--- config.mk ---
export PLATFORM = sky130hd
export DESIGN_NAME = code_serializer
export DESIGN_NICKNAME = d
export VERILOG_FILES = /design/src/rtl/code_serializer.sv
export SDC_FILE = /design/constraint.sdc
export NUM_CORES = 1
export LEC_CHECK = 0
export CORE_MARGIN = 3
export CORE_UTILIZATION = 44
export CTS_BUF_LIST = sky130_fd_sc_hd__clkbuf_16
export DETAILED_ROUTE_END_ITERATION = 8
export DONT_BUFFER_PORTS = 1
export SYNTH_ARGS = -nofsm -noshare
export SYNTH_HDL_FRONTEND = slang
export SYNTH_SLANG_ARGS = --single-unit
--- constraint.sdc ---
create_clock -name clk -period 3.45 [get_ports clk]
set_clock_uncertainty 0.15 [all_clocks]
set_input_delay 0.69 -clock clk [delete_from_list [all_inputs] [get_ports clk]]
set_output_delay 0.69 -clock clk [all_outputs]
set_load 0.01 [all_outputs]
--- src/rtl/code_serializer.sv ---
`default_nettype none
// ============================================================================
// Module  : code_serializer
// Purpose : Serializes a nonzero 8-bit code MSB-first as an on-off keyed line,
//           followed by a forced-low inter-frame gap.
// Revision: 1.0 - initial release
// ============================================================================
module code_serializer #(
  parameter int CLKS_PER_BIT = 50000,
  parameter int GAP_BITS     = 8
) (
  input  logic       clk,
  input  logic       rst_n,
  input  logic [7:0] code,
  output logic       tx_bit,
  output logic       busy,
  output logic       frame_done,
  output logic [7:0] frame_count
);

  localparam int CYC_W   = (CLKS_PER_BIT > 1) ? $clog2(CLKS_PER_BIT) : 1;
  localparam int BIT_MAX = (GAP_BITS > 8) ? GAP_BITS : 8;
  localparam int BIT_W   = $clog2(BIT_MAX);

  localparam logic [1:0] c_st_idle = 2'd0;
  localparam logic [1:0] c_st_data = 2'd1;
  localparam logic [1:0] c_st_gap  = 2'd2;

  localparam logic [CYC_W-1:0] c_cyc_last = CYC_W'(CLKS_PER_BIT - 1);
  localparam logic [CYC_W-1:0] c_cyc_pen  = CYC_W'(CLKS_PER_BIT - 2);
  localparam logic [CYC_W-1:0] c_cyc_one  = CYC_W'(1);
  localparam logic [BIT_W-1:0] c_bit_data = BIT_W'(7);
  localparam logic [BIT_W-1:0] c_bit_gap  = BIT_W'(GAP_BITS - 1);
  localparam logic [BIT_W-1:0] c_bit_one  = BIT_W'(1);

  logic [1:0]       r_state;
  logic [7:0]       r_shift;
  logic [CYC_W-1:0] r_cyc;
  logic [BIT_W-1:0] r_bit;
  logic             r_tx;
  logic             r_busy;
  logic             r_done;
  logic [7:0]       r_count;

  logic w_cyc_last;
  logic w_gap_last_bit;

  assign w_cyc_last     = (r_cyc == c_cyc_last);
  assign w_gap_last_bit = (r_bit == c_bit_gap);

  always_ff @(posedge clk or negedge rst_n) begin
    if (!rst_n) begin
      r_state <= c_st_idle;
      r_shift <= 8'h00;
      r_cyc   <= '0;
      r_bit   <= '0;
      r_tx    <= 1'b0;
      r_busy  <= 1'b0;
      r_done  <= 1'b0;
      r_count <= 8'h00;
    end else begin
      r_done <= 1'b0;
      case (r_state)
        c_st_idle: begin
          if (code != 8'h00) begin
            r_shift <= code;
            r_tx    <= code[7];
            r_busy  <= 1'b1;
            r_cyc   <= '0;
            r_bit   <= '0;
            r_state <= c_st_data;
          end
        end
        c_st_data: begin
          if (w_cyc_last) begin
            r_cyc <= '0;
            if (r_bit == c_bit_data) begin
              r_bit   <= '0;
              r_tx    <= 1'b0;
              r_state <= c_st_gap;
            end else begin
              // Rotate so the next bit to send always sits at position 7.
              r_bit   <= r_bit + c_bit_one;
              r_shift <= {r_shift[6:0], r_shift[7]};
              r_tx    <= r_shift[6];
            end
          end else begin
            r_cyc <= r_cyc + c_cyc_one;
          end
        end
        c_st_gap: begin
          if (w_cyc_last) begin
            r_cyc <= '0;
            if (w_gap_last_bit) begin
              r_bit   <= '0;
              r_busy  <= 1'b0;
              r_count <= r_count + 8'd1;
              r_state <= c_st_idle;
            end else begin
              r_bit <= r_bit + c_bit_one;
            end
          end else begin
            // Raise the pulse one cycle early so it is registered on the final gap cycle.
            r_cyc  <= r_cyc + c_cyc_one;
            r_done <= w_gap_last_bit && (r_cyc == c_cyc_pen);
          end
        end
        default: begin
          r_state <= c_st_idle;
          r_tx    <= 1'b0;
          r_busy  <= 1'b0;
        end
      endcase
    end
  end

  assign tx_bit      = r_tx;
  assign busy        = r_busy;
  assign frame_done  = r_done;
  assign frame_count = r_count;

endmodule
`default_nettype wire

==> out/metrics.yaml <==
final_hold_viol_count: 0
irDropWorstVdd_mv: 0.185
cp_max_fo: 14
timing.critical_path.buf_inv: 0
critPathCaptureType: "flip-flop"
syn_area_sq_mm: 0.00219
post_synth_fa_ha_maj_area_fraction_pct: 4.56
worst_ep_arrival_time_ns: 2.60
cts_tree: "built"
grt_pass1_wl_mm: 7.58
synth.distinct_cells: 47
diodes: 0
total_power_mw: 0.915
wl_mm: 4.29
yosys.area_share.simple_pct: 21.8
final_max_slew_viol_count: 0
stdcell_count: 288
clkTransAtPathRegs_ns: 0.06
coreArea_sq_mm: 0.00479
fin_crit_ns: 2.58
io_buffers: 0
fillers: 464
grt_antenna_before_repair: 0
die_area_sq_mm: 0.00587
ctsResizeCount: 0
critPathRequiredTime_ns: 3.46
rows: 25
synth_top_family_by_area: "simple AND/OR/NAND/NOR gates"
power_density_mw_per_mm2: 383
fin_hold_ws_ns: 0.102
routed_via_density: 5.77
pre_cts_ws_ns: 0.857
max_stage_delay_ns: 0.72
setup_viol: 0
holdCritPathClass: "input pin to async pin"
vias: 1661
grt_overflow: 0
dp_hpwl_mm: 2.94
setup_slack_ns: 0.867
pin_count: 21
postRouteAntennaNets: 0
max_cap_violations: 0
path_cells: "or4b_1 -> o41ai_4 -> or2_1 -> or3b_1 -> nand2_1"
areaGrowthSynthToFinish_pct: 9.01
async_reset_ff_share_pct: 100
cts_root_buf: "clkbuf_16"
start_util_pct: 45.8
final_core_util_pct: 50.0
synthFlopType: "dfrtp_1"
final_nets: 239
slew_headroom_pct: 52.0
place_inst: 280
ctsHoldBuffers: 1
outcome: "finished, final reports clean"
grt.total_usage_pct: 15.9
die_h_microns: 76.6
grt_max_degree: 41
synth-compound-area-share_pct: 16.4
drcViolationCount: 0
cpLargestDelayFamily: "simple AND/OR/NAND/NOR gates"
leakage_nw: 1.06
period_share_pct: 74.9
placed_cell_area_sq_mm: 0.00224
numCtsBuffers: 5
critPathSlowestCell: "or4b_1"
synthMuxAreaShare_pct: 5.59
start_kind: "flip-flop"
first_pass_iters: 4
fmax_mhz: 387
final_area_sq_mm: 0.00239
clkLatencyLatePin_ns: 0.28
die_width_microns: 76.6
fin_setup_tns_ns: 0
r2r_slack_ns: 0.87
wl_per_cell_microns: 14.9
synth_nets: 237
cts_sinks: 40
drive_gt1_share_pct: 8.60
cts_max_path_buffers: 2
cts_htree_levels: 2
worstMarginPinSlew_ns: 0.720
crit_type: "flip-flop to flip-flop"
yosysSeqAreaShare_pct: 45.6
ys_ff_latch: 40
drt_first_iter_violations: 123
yosysWarningCount: 0
yosys.area_share.xor_xnor_pct: 2.80
grt_pass1_vias: 1650
synth_edf_count: 0
synth.avg_cell_area_sq_um: 10.0
rsz0062_at_grt: "false"
postCtsSetupBuffers: 0
synthCells: 219
gp_congestion: 0.749
## layout make-up
| type | instances | area, sq um | area share (%) |
|---|---|---|---|
| Clock buffer | 5 | 125 | 5.23 |
| Clock inverter | 2 | 8.76 | 0.366 |
| Inverter | 4 | 15.0 | 0.628 |
| Multi-Input combinational cell | 167 | 1120 | 46.9 |
| Sequential cell | 40 | 1000 | 41.9 |
| Tap cell | 67 | 83.8 | 3.51 |
| Timing Repair Buffer | 3 | 35.0 | 1.47 |
## path summary, 6_finish.rpt
path	start	endpoint	cells past startpoint
setup / recovery	r_cyc[7]	r_cyc[3]	5
hold / removal	rst_n	r_shift[3]	1
setup reg to reg	r_cyc[7]	r_cyc[3]	5
hold reg to reg	r_shift[0]	r_shift[0]	2
max in group asynchronous	rst_n	frame_count[7]	1
min in group clk	r_shift[0]	r_shift[0]	2
## cell usage in the layout (no fill, tap or decap), drive strengths merged, types with 2 or more instances in the layout
cell	instances
a31oi	4
nor4	3
ha	8
nor3	3
o41ai	4
nand4	10
nor2	14
a21oi	3
buf	3
o31ai	10
o21ai	29
inv	5
mux2i	10
mux2	2
nand2	24
clkbuf	5
nand3	10
nor2b	2
and2	2
nand2b	3
xnor2	6
or2	4
nor4b	2
and3	3
dfrtp	40
## layer usage
layer  share of wire [%]  up-vias  GRT usage [%]
li1                    -      815              -
met1                  48      800           19.5
met2                  46       38           26.8
met3                 4.7        8           4.49
met4                 1.5        0           5.62
met5                   0        -              0
## cell usage after synthesis (all sizes together) (3+ instances only)
cell | number | area (sq um)
nand4 | 10 | 62.6
dfrtp | 40 | 1000
inv | 4 | 15.0
a31oi | 4 | 25.0
mux2i | 10 | 100
or2 | 4 | 25.0
nand2 | 24 | 90.1
ha | 8 | 100
nor3 | 3 | 15.0
nor2 | 14 | 52.6
buf | 7 | 51.3
nand2b | 3 | 21.3
o41ai | 4 | 61.3
a21oi | 3 | 15.0
xnor2 | 6 | 52.6
o21ai | 29 | 145
nor4 | 3 | 33.8
o31ai | 10 | 75.1
and3 | 3 | 18.8
nand3 | 10 | 55.1
## power breakdown
part	internal [mW]	switching [mW]
logic	0.00315	0.00989
registers	0.469	0
clock network	0.260	0.173
total	0.732	0.183
## state kept, by name (all words and copies together), names as in the netlist
register     cells
r_cyc           16
frame_count      8
r_shift          8
r_bit            3
r_state          2
busy             1
frame_done       1
tx_bit           1
## logic make-up after synthesis
group,count (synthesis)
compound gates,54
xor+xnor,7
fa+ha+maj,8
buf+inv,12
flops,40
mux,12
simple gates,86
No activity file was read; power rests on OpenSTA's default activity.
